## config.mk

```make
export PLATFORM = sky130hd
export DESIGN_NAME = pc_fetch_sequencer
export DESIGN_NICKNAME = d
export VERILOG_FILES = /design/src/rtl/pc_seq_pkg.sv /design/src/rtl/next_pc_sel.sv /design/src/rtl/pc_fetch_sequencer.sv
export SDC_FILE = /design/constraint.sdc
export NUM_CORES = 1
export LEC_CHECK = 0
export ABC_CLOCK_PERIOD_IN_PS = 4000
export BUFFER_PORTS_ARGS = -buffer_cell sky130_fd_sc_hd__clkbuf_2
export CAP_MARGIN = 20
export CORE_AREA = 2 2 127 129
export CTS_BUF_LIST = sky130_fd_sc_hd__clkbuf_8
export DETAILED_ROUTE_END_ITERATION = 8
export DIE_AREA = 0 0 129 131
export PLACE_DENSITY = 0.79
export REMOVE_ABC_BUFFERS = 1
export SYNTH_ARGS = -nofsm -noshare
export SYNTH_HDL_FRONTEND = slang
export SYNTH_SLANG_ARGS = --single-unit
```

## constraint.sdc

```tcl
create_clock -name i_clk -period 4 [get_ports i_clk]
set_clock_uncertainty 0.1 [all_clocks]
set_input_delay 0.8 -clock i_clk [delete_from_list [all_inputs] [get_ports i_clk]]
set_output_delay 0.8 -clock i_clk [all_outputs]
set_load 0.01 [all_outputs]
```

## src/rtl/pc_seq_pkg.sv

```systemverilog
// Shared types and constants for the PC fetch sequencer.
package pc_seq_pkg;

  typedef enum logic [1:0] {
    ST_IDLE = 2'd0,
    ST_REQ  = 2'd1,
    ST_WAIT = 2'd2,
    ST_HOLD = 2'd3
  } pc_state_e;

  localparam logic [63:0] PC_INC           = 64'd4;
  localparam logic [63:0] RESET_VECTOR_DEF = 64'h0;
  localparam logic [63:0] TRAP_VECTOR_DEF  = 64'h100;
  localparam int          INST_W_DEF       = 32;

endpackage

```

## src/rtl/next_pc_sel.sv

```systemverilog
// Next-PC priority mux: misaligned redirect > redirect > +4 after a fetch > hold.
module next_pc_sel
  import pc_seq_pkg::*;
#(
  parameter logic [63:0] TRAP_VECTOR = TRAP_VECTOR_DEF
) (
  input  logic        i_redirect,
  input  logic [63:0] i_redirect_target,
  input  logic        i_pc_inc,
  input  logic [63:0] i_pc,
  output logic [63:0] o_next_pc,
  output logic        o_misalign
);

  always_comb begin
    o_misalign = i_redirect && (i_redirect_target[1:0] != 2'b00);
    o_next_pc  = i_pc;
    if (o_misalign) begin
      o_next_pc = TRAP_VECTOR;
    end else if (i_redirect) begin
      o_next_pc = i_redirect_target;
    end else if (i_pc_inc) begin
      o_next_pc = i_pc + PC_INC;  // wraps modulo 2^64
    end
  end

endmodule

```

## src/rtl/pc_fetch_sequencer.sv

```systemverilog
// Program counter and instruction fetch sequencer: one outstanding imem fetch,
// redirect/trap handling and a 1-entry valid/ready buffer towards decode.
//
// state | meaning
// IDLE  | out of reset, waiting for stall to drop
// REQ   | fetch request may be presented at pc_out
// WAIT  | request accepted, waiting for the imem response
// HOLD  | output buffer full and not consumed; no request issued
module pc_fetch_sequencer
  import pc_seq_pkg::*;
#(
  parameter logic [63:0] RESET_VECTOR = RESET_VECTOR_DEF,
  parameter logic [63:0] TRAP_VECTOR  = TRAP_VECTOR_DEF,
  parameter int          INST_W       = INST_W_DEF
) (
  input  logic              i_clk,
  input  logic              i_reset,
  output logic              o_imem_req_valid,
  input  logic              i_imem_req_ready,
  output logic [63:0]       o_imem_req_addr,
  input  logic              i_imem_resp_valid,
  input  logic [INST_W-1:0] i_imem_resp_inst,
  input  logic              i_redirect,
  input  logic [63:0]       i_redirect_target,
  input  logic              i_stall,
  output logic              o_inst_valid,
  input  logic              i_inst_ready,
  output logic [INST_W-1:0] o_inst_data,
  output logic [63:0]       o_inst_pc,
  output logic              o_misalign_err,
  output logic [63:0]       o_pc_out
);

  pc_state_e         r_state;
  logic [63:0]       r_pc;
  logic              r_kill;
  logic              r_req_pend;
  logic              r_inst_valid;
  logic [INST_W-1:0] r_inst_data;
  logic [63:0]       r_inst_pc;
  logic              r_misalign;

  logic              w_req_valid;
  logic              w_req_fire;
  logic              w_load;
  logic [63:0]       w_next_pc;
  logic              w_misalign;

  // A new request is only started when the buffer will be free by the time the
  // response lands; once presented it stays up until accepted.
  assign w_req_valid = (r_state == ST_REQ) &&
                       (r_req_pend || (!i_stall && (!r_inst_valid || i_inst_ready)));
  assign w_req_fire  = w_req_valid && i_imem_req_ready;
  assign w_load      = (r_state == ST_WAIT) && i_imem_resp_valid && !r_kill && !i_redirect;

  next_pc_sel #(
    .TRAP_VECTOR(TRAP_VECTOR)
  ) u_next_pc_sel (
    .i_redirect       (i_redirect),
    .i_redirect_target(i_redirect_target),
    .i_pc_inc         (w_load),
    .i_pc             (r_pc),
    .o_next_pc        (w_next_pc),
    .o_misalign       (w_misalign)
  );

  always_ff @(posedge i_clk) begin
    if (!i_reset) begin
      r_state      <= ST_IDLE;
      r_pc         <= RESET_VECTOR;
      r_kill       <= 1'b0;
      r_req_pend   <= 1'b0;
      r_inst_valid <= 1'b0;
      r_inst_data  <= '0;
      r_inst_pc    <= '0;
      r_misalign   <= 1'b0;
    end else begin
      r_pc       <= w_next_pc;
      r_misalign <= w_misalign;
      r_req_pend <= w_req_valid && !i_imem_req_ready;

      if (i_redirect) begin
        r_inst_valid <= 1'b0;
      end else if (w_load) begin
        r_inst_valid <= 1'b1;
        r_inst_data  <= i_imem_resp_inst;
        r_inst_pc    <= r_pc;
      end else if (r_inst_valid && i_inst_ready) begin
        r_inst_valid <= 1'b0;
      end

      case (r_state)
        ST_IDLE: begin
          if (!i_stall) r_state <= ST_REQ;
        end
        ST_REQ: begin
          if (w_req_fire) begin
            r_state <= ST_WAIT;
            r_kill  <= i_redirect;
          end else if (!w_req_valid && r_inst_valid && !i_inst_ready && !i_redirect) begin
            r_state <= ST_HOLD;
          end
        end
        ST_WAIT: begin
          // A response coinciding with a redirect is dropped directly, so no kill is left behind.
          if (i_imem_resp_valid) begin
            r_state <= ST_REQ;
            r_kill  <= 1'b0;
          end else if (i_redirect) begin
            r_kill <= 1'b1;
          end
        end
        ST_HOLD: begin
          if (i_redirect || !r_inst_valid || i_inst_ready) r_state <= ST_REQ;
        end
        default: r_state <= ST_IDLE;
      endcase
    end
  end

  assign o_imem_req_valid = w_req_valid;
  assign o_imem_req_addr  = r_pc;
  assign o_inst_valid     = r_inst_valid;
  assign o_inst_data      = r_inst_data;
  assign o_inst_pc        = r_inst_pc;
  assign o_misalign_err   = r_misalign;
  assign o_pc_out         = r_pc;

endmodule

```

---- Word level (Yosys, flattened, before mapping) ----
Index checks and enable logic that the tools add are counted.
operators by class
  multiplexer cells ....................... 15
  equality and inequality tests ........... 9
  reductions and logical operators ........ 34
  $add $sub $neg .......................... 1
  bitwise operators ....................... 2
operators with widths
  cell                     number
  $mux W64                 2
  $add A64 B3 Y64 const B  1
  $logic_and A1 B1 Y1      12
  $mux W2                  5
  $mux W9                  1
  $ne A2 B2 Y1 const B     4
  $pmux W2 S4              1
  $reduce_bool A2 Y1       4
  $logic_not A1 Y1         7
  $mux W1                  5
  $eq A2 B2 Y1 const B     2
  $logic_or A1 B1 Y1       4
  $reduce_and A4 Y1        1
  $reduce_or A2 Y1         2
  $ne A3 B2 Y1 const B     1
  $ne A3 B3 Y1 const B     1
  $reduce_and A3 Y1        1
  $reduce_bool A3 Y1       1
  $eq A2 B1 Y1 const B     1
  $logic_not A2 Y1         1
  $not A1 Y1               2
  $pmux W1 S2              1
  $reduce_and A2 Y1        1
storage, ports and cells
  register bits after elaboration ......... 166
  output and inout bits ................... 227

---- Depth between registers and ports, before layout ----
Gate-level depths: netlist of the first run.
  depth in word-level cells ............... 12
  mapped depth ............................ 7
  gate-level depth less buffers ........... 7

---- By module ----
A second synthesis of the first run with hierarchy kept.
second synthesis, totals
  cells, all modules ...................... 1034
  area, all modules ....................... 8142.8 µm²
by module, submodules not included
  module              area an instance (µm²)  times used  cells an instance
  pc_fetch_sequencer  5784.3                  1           649
  next_pc_sel         2358.5                  1           385

---- Worst setup path after synthesis of the first run ----
Ideal clock, no wire load.
  path type ............................... input port to output port
  start ................................... in i_inst_ready
  end ..................................... out o_imem_req_valid
  data arrival time ....................... 1.467 ns
  stages on the path ...................... 3
  slack ................................... 1.633 ns
  cells stage by stage .................... nand2b_1 -> a21oi_1 -> nor3_1
between the ends
  longest elaborated chain between the ends .. 4
ends and longest elaborated chain
  item                 RTL line                  source
  start: declaration   pc_fetch_sequencer.sv:27  input logic i_inst_ready,
  $logic_or A1 B1 Y1   pc_fetch_sequencer.sv:52  (r_req_pend || (!i_stall && (!r_inst_valid || i_inst_ready)));
  $logic_and A1 B1 Y1  pc_fetch_sequencer.sv:52
  $logic_or A1 B1 Y1   pc_fetch_sequencer.sv:52
  $logic_and A1 B1 Y1  pc_fetch_sequencer.sv:51  assign w_req_valid = (r_state == ST_REQ) &&
  end: declaration     pc_fetch_sequencer.sv:18  output logic o_imem_req_valid,
No other way between the ends.

---- Worst setup path after layout of the first run ----
Same ends and word-level chain as after synthesis.

==> results.md, run 1 <==
* Clock power share at 38.0%
* Yosys top cell area share at 43.6%
* Area leader, netlist: dfxtp_1
* Net Switching at 0.879 mW
* Hold buffers post-CTS at 0
* Slew @ Worst Pin at 1050 ps
* Final setup fails at 0
* Clk slew on worst S/H paths at 90 ps
* Total grt overflow at 0
* Detailed Place HPWL at 16.3 mm
* Post-Place Cells at 1418
* Layout Cells excl Fill at 1450
* Top post-synthesis cells by area: dfxtp_1 (44%), nand2_1 (12%), a21oi_1 (9.8%)
* Slowest CP cell: nor3_1
* # rows at 46
* Cell internal pwr at 2.41 mW
* Number of synthesized flops with an enable pin at 0
* Critical Path Fanout Max at 5
* Reg power frac at 53.6%
* Flops & latches, synth at 166
* Core Util, Final at 59.9%
* Vias in the first global route at 6612
* Vert. Die Dim at 131 um
* Post-route worst setup slack at 1290 ps
* DIE WIDTH at 129 um
* Netlist cell types at 47
* Clock Sinks at 166
* Pleak at 3.90 nW
* Initial DRC count at 490
* Via Count at 7549
* Vias/cell at 5.21
* Design area at 9350 um2
* Wirelength, routed at 22.7 mm
* Residual DRC at 0
* Endpoints failing hold at 0
* Worst-path cell chain: clkbuf_2 -> nand2b_1 -> a21oi_1 -> nor3_1 -> clkbuf_2
* CTS Buf Count at 17
* Gate Count Post-Synth at 983
* Root buf cell: clkbuf_8
* Port bufs at 329
* FFs w/ async S/R, synth at 0%
* Antenna violations before repair at 0
* CTS tree: built
* Worst path most repeated cell: clkbuf_2
* Fin Setup TNS at 0 ps
* Switching Fraction at 26.8%
* CP Data Required Time at 3100 ps
* Fraction of layout cells with a size suffix above 1 at 31.2%
* Worst Hold Class: flip-flop to flip-flop
* Power per Cell Area at 351 nW/um2
* Total chip power at 3.28 mW
* Setup WS pre-CTS at 1210 ps
* Max-slew violations at 0
* Kind of critical path: input pin to primary output
* CP max stage delay at 470 ps
* Share of the cycle needed by the critical path after routing at 67.7%
* Syn avg cell area at 7.76 um2
* Number of setup buffers added after CTS at 0
* Largest net degree at the start of global routing at 97
* First-pass GRT wire length at 34.7 mm
* VDD IR max at 230 uV
* Placed cell areas at 8940 um2
* Fmax at 369 MHz
* Sequential area share after synthesis at 43.6%
* # H-tree levels at 4
* Nature of the critical path startpoint: input pin
* Wire per inst at 15.7 um
* Gpl congestion at 0.873
* Initial Util at 48.9%
* Synth warn at 0
* RSZ-0062 raised after global routing: false
* Setup crit end kind: primary output
* Nets at 1325
* Worst-skew pair later-pin latency at 460 ps
* Die area at 16900 um2
* Max Root-Sink Buffers at 2
* Area of the core at 15600 um2
* Ant diodes at 0
* WHS at 357 ps
* Tmin final at 2710 ps
* Area grow syn2layout at 22.5%
* Routed Antenna Nets at 0
* Comb power frac at 8.5%
* Post-CTS sizing at 0
* Crit path DAT at 1810 ps
* Max-cap viol count at 0
* Cell area after synthesis at 7630 um2
* Outcome: finished, final reports clean
* GRT Total Usage at 26.1%
* Ports at 330
* Primary FF master, synth: dfxtp_1
* Slew headroom at 29.9%
* Drt first pass iters at 5
area by class of cell:
class,instances,area [um2]
clock inverters,13,146
fillers,1463,6250
well taps,216,270
flip-flops and latches,166,3320
repair buffers,337,1720
inverters,9,35.0
multi-input cells,690,3590
clock buffers,19,262
final timing paths:
kind	from	to	slack, ps	cells past startpoint
max	i_inst_ready	o_imem_req_valid	1290	5
min reg2reg	o_inst_data[22]$_SDFFE_PN0P_	o_inst_data[22]$_SDFFE_PN0P_	360	2
min	o_inst_data[22]$_SDFFE_PN0P_	o_inst_data[22]$_SDFFE_PN0P_	360	2
max reg2reg	o_imem_req_addr[4]$_SDFFE_PP0P_	o_imem_req_addr[40]$_SDFFE_PP0P_	1430	6
cell usage after synthesis (2+ instances only):
cell type	instances
nand2_1	242
dfxtp_1	166
a21oi_1	149
buf_4	64
nor2_1	45
clkbuf_1	43
o21ai_0	40
nand3_1	29
nor3_1	26
xnor2_1	26
xor2_1	25
nand4_1	23
and3_1	16
nor4_1	13
inv_1	8
mux2i_1	8
buf_2	7
a211oi_1	5
a31oi_1	5
and4_1	5
buf_1	4
and2_1	3
nand2b_1	2
nand4_2	2
nand4b_1	2
o211ai_1	2
o21ba_2	2
or2_0	2
power by group through the flow:
stage | logic, mW | registers [mW] | clock network, mW
after detailed placement | 0.278 | 1.80 | 0
after global placement | 0.275 | 1.80 | 0
after floorplan | 0.0957 | 1.81 | 0
after global routing | 0.309 | 1.77 | 1.35
final | 0.279 | 1.76 | 1.25
after CTS | 0.280 | 1.76 | 1.28
cells by family (layout without fill, tap and decap cells):
group | Yosys count | in the layout | synth area share [%]
DFF | 166 | 166 | 43.6
buffers and inverters | 127 | 378 | 9.52
muxes | 8 | 8 | 1.05
adders and majority gates | 1 | 1 | 0.164
xor gates and xnor gates | 51 | 51 | 5.86
AOI/OAI and AO/OA | 208 | 208 | 14.3
and+or+nand+nor | 422 | 422 | 25.5
worst max-delay path: cells and delay by family:
family | cells | cell delay (ps)
simple gates | 2 | 610
buf+inv | 2 | 310
compound gates | 1 | 80
layer usage:
metal,part of all wire (%),global-route usage (%)
met2,49,44.4
met1,43,32.9
met4,1.0,6.97
met3,7.4,7.04
met5,0,0
layout by cell type (no fill, tap or decap), types with 3 or more instances in the layout:
cell type,instances
clkinv_2,3
clkbuf_8,19
clkinvlp_4,4
and2_1,3
and4_1,5
clkbuf_2,329
xor2_1,25
inv_6,3
buf_4,7
a21oi_1,149
mux2i_1,8
nand2_1,241
xnor2_1,26
nor2_1,45
nand4_1,23
a31oi_1,5
o21ai_0,40
nor4_1,13
and3_1,16
nor3_1,26
nand3_1,29
a211oi_1,5
dfxtp_1,166
inv_1,7
registers in the layout (all words and copies together), names as in the netlist, named ones only:
| signal | flops |
|---|---|
| o_inst_data | 32 |
| r_state | 2 |
| r_kill | 1 |
| o_misalign_err | 1 |
| o_inst_pc | 64 |
| o_imem_req_addr | 62 |
| o_inst_valid | 1 |
| r_req_pend | 1 |
Power figures use the tool's default switching activity.
==> run 2, diff against run 1 <==
- ABC_AREA: default -> 1
- ABC_CLOCK_PERIOD_IN_PS: 4000 -> 2300
- CORE_AREA: 2 2 127 129 -> default
- CORE_MARGIN: default -> 1.5
- CORE_UTILIZATION: default -> 46
- DIE_AREA: 0 0 129 131 -> default
- PLACE_DENSITY: 0.79 -> 0.75
- clock period: 4 -> 2.3 ns (I/O delays scaled with it)
==> run 2 against run 1 <==
Cell count grew 27%. Die area grew 18%. Flip-flop and latch count is the same. Non-clock buffer count grew 35. Critical path type is now flip-flop to flip-flop. Largest power group unchanged. Highest routed layer unchanged.
==> results.md, run 2 <==
* Die area at 20000 um2 (+18%)
* Largest net degree at the start of global routing at 76 (-22%)
* Residual DRC at 0 (unchanged)
* Critical Path Fanout Max at 8 (+3)
* Gate Count Post-Synth at 1327 (+35%)
* Power per Cell Area at 540 nW/um2 (+54%)
* Worst-skew pair later-pin latency at 470 ps (about the same)
* Nets at 1698 (+28%)
* Number of synthesized flops with an enable pin at 0 (unchanged)
* Post-synth top cells: nand2_1 (282), nor2_1 (223), dfxtp_1 (166)
* Vert. Die Dim at 141 um (+7.9%)
* CTS tree: built
* DIE WIDTH at 141 um (+9.6%)
* Most common cell in the netlist: nand2_1
* Hold buffers post-CTS at 0 (unchanged)
* Worst Hold Class: input pin to flip-flop
* Post-Place Cells at 1809 (+28%)
* Cell area after synthesis at 8800 um2 (+15%)
* Worst-path cell chain: nand2_1 -> nor2_1 -> inv_1 -> nor2_1 -> nand3_1 -> nor2_4 -> nand2_1 -> nand3_1 -> nand3_1 -> nand2_1 -> inv_1
* Flops & latches, synth at 166 (unchanged)
* Kind of critical path: flip-flop to flip-flop
* Sequential area share after synthesis at 37.8% (-5.8 points)
* Clock Sinks at 166 (unchanged)
* CP Data Required Time at 2580 ps (-520 ps)
* Synth warn at 0 (unchanged)
* Primary FF master, synth: dfxtp_1
* Setup crit end kind: flip-flop
* Vias in the first global route at 8727 (+32%)
* Tmin final at 2070 ps
* CTS Buf Count at 17 (unchanged)
* Commonest non-fill, non-tap cell in the layout: clkbuf_2
* Fraction of layout cells with a size suffix above 1 at 28.1% (-3.1 points)
* Ports at 330 (unchanged)
* FFs w/ async S/R, synth at 0% (unchanged)
* Wire per inst at 16.2 um (+3.0%)
* GRT Total Usage at 29.6% (+3.5 points)
* # rows at 50 (+8.7%)
* Area leader, netlist: dfxtp_1
* Routed Antenna Nets at 0 (unchanged)
* Max FFs per register at 64 (unchanged)
* Slew headroom at 66.5% (+37 points)
* Root buf cell: clkbuf_8
* Final setup fails at 0 (unchanged)
* Layout Cells excl Fill at 1841 (+27%)
* Area of the core at 18700 um2 (+20%)
* CP max stage delay at 530 ps (+60 ps)
* Initial Util at 47.1% (-1.8 points)
* Endpoints failing hold at 0 (unchanged)
* Ant diodes at 0 (unchanged)
* Slew @ Worst Pin at 499 ps (-553 ps)
* Clk slew on worst S/H paths at 90 ps (about the same)
* Syn avg cell area at 6.63 um2 (-14%)
* Port bufs at 329 (unchanged)
* Gpl congestion at 0.899 (+2.9%)
* Share of the cycle needed by the critical path after routing at 90.1%
* Wirelength, routed at 29.7 mm (+31%)
* Outcome: finished, final reports clean
* # H-tree levels at 4 (unchanged)
* Nature of the critical path startpoint: flip-flop
* Total grt overflow at 0 (unchanged)
* Drt first pass iters at 5 (unchanged)
* Commonest non-fill, non-tap cells in the layout: clkbuf_2 (329), nand2_1 (282), nor2_1 (221)
* Fin Setup TNS at 0 ps (unchanged)
* Yosys top cell area share at 37.8% (-5.8 points)
* RSZ-0062 raised after global routing: false
* Detailed Place HPWL at 22.1 mm (+35%)
* First-pass GRT wire length at 46.4 mm (+33%)
* Vias/cell at 5.21 (+0.11%)
* Top post-synthesis cells by area: dfxtp_1 (38%), nand2_1 (12%), nor2_1 (9.5%)
* Area grow syn2layout at 22.3%
* Max-slew violations at 0 (unchanged)
* Max-cap viol count at 0 (unchanged)
* Pleak at 5.26 nW (+35%)
* Netlist cell types at 40 (-15%)
* Fmax at 483 MHz
* Total chip power at 5.81 mW (+77%)
* Flop2flop setup slack at 230 ps (-1200 ps)
* Initial DRC count at 712 (+45%)
* Max Root-Sink Buffers at 2 (unchanged)
* Via Count at 9595 (+27%)
* VDD IR max at 354 uV (+54%)
* Crit path DAT at 2350 ps (+540 ps)
* Antenna violations before repair at 0 (unchanged)
* Slowest CP cell: dfxtp_1
[run 2: cell types whose count changed after synthesis, sizes merged, moves of 26 or more]
cell   delta
a21oi    -88
inv     +130
nand2    +49
nand3    +53
nor2    +201
o21ai    +63
xnor2    -26
[run 2: worst max-delay path: cells and delay by family, from the launching register on]
family / cells / cell delay, ps
buffers and inverters: 2 / 130
flip-flops: 1 / 530
AND/OR/NAND/NOR: 9 / 1230
[run 2: metrics by stage]
step | hold WS [ps] | setup slack (ps) | util, % | cell area (um2)
2_1_floorplan | 339 | -2730 | - | 8060
3_3_place_gp | 348 | 137 | 55.6 | 10400
3_5_place_dp | 350 | 156 | 55.6 | 10400
4_1_cts | 64.0 | 150 | 57.5 | 10800
5_1_grt | 73.4 | 14.6 | 57.6 | 10800
6_report | 89.1 | 228 | 57.6 | 10800
[run 2: power by group]
group / switching (mW) / internal [mW] / leakage [nW]
combinational: 0.452 / 0.298 / 3.74
clock: 1.19 / 0.814 / 0.175
sequential: 0.104 / 2.96 / 1.35
[run 2: repair_timing]
action | in CTS | in global routing
setup buffers | 0 | 0
gates resized for setup | 0 | 2
endpoints found under the setup margin | 0 | 2
[run 2: logic make-up after synthesis]
kind of cell / synth area share, %
AND/OR/NAND/NOR: 32.9
buffers and inverters: 14.3
XOR/XNOR: 1.19
AO/OA/AOI/OAI: 13.6
adder cells (fa/ha/maj): 0.142
flip-flops: 37.8
[run 2: cell type report]
cell class	instances	area, um2
Clock inverter	13	97.6
Inverter	139	524
Fill cell	1844	7940
Multi-Input combinational cell	898	4230
Clock buffer	19	262
Sequential cell	166	3320
Timing Repair Buffer	372	2030
Tap cell	234	293
[run 2: final timing paths]
| path | start | endpoint | depth (start not counted) |
|---|---|---|---|
| worst min register to register | o_inst_pc[29]$_SDFFE_PN0P_ | o_inst_pc[29]$_SDFFE_PN0P_ | 2 |
| worst min-delay path | i_imem_req_ready | r_req_pend$_SDFF_PN0_ | 2 |
| worst max-delay path | o_imem_req_addr[16]$_SDFFE_PP0P_ | o_imem_req_addr[59]$_SDFFE_PP0P_ | 11 |
| worst max register to register | o_imem_req_addr[16]$_SDFFE_PP0P_ | o_imem_req_addr[59]$_SDFFE_PP0P_ | 11 |
[run 2: per-layer routing]
metal	vias up	part of all wire, %	GRT usage [%]
met3	64	8.0	6.11
met2	447	46	48.8
met5	-	0	0
met4	0	3.2	12.3
li1	4715	-	-
met1	4369	43	37.8
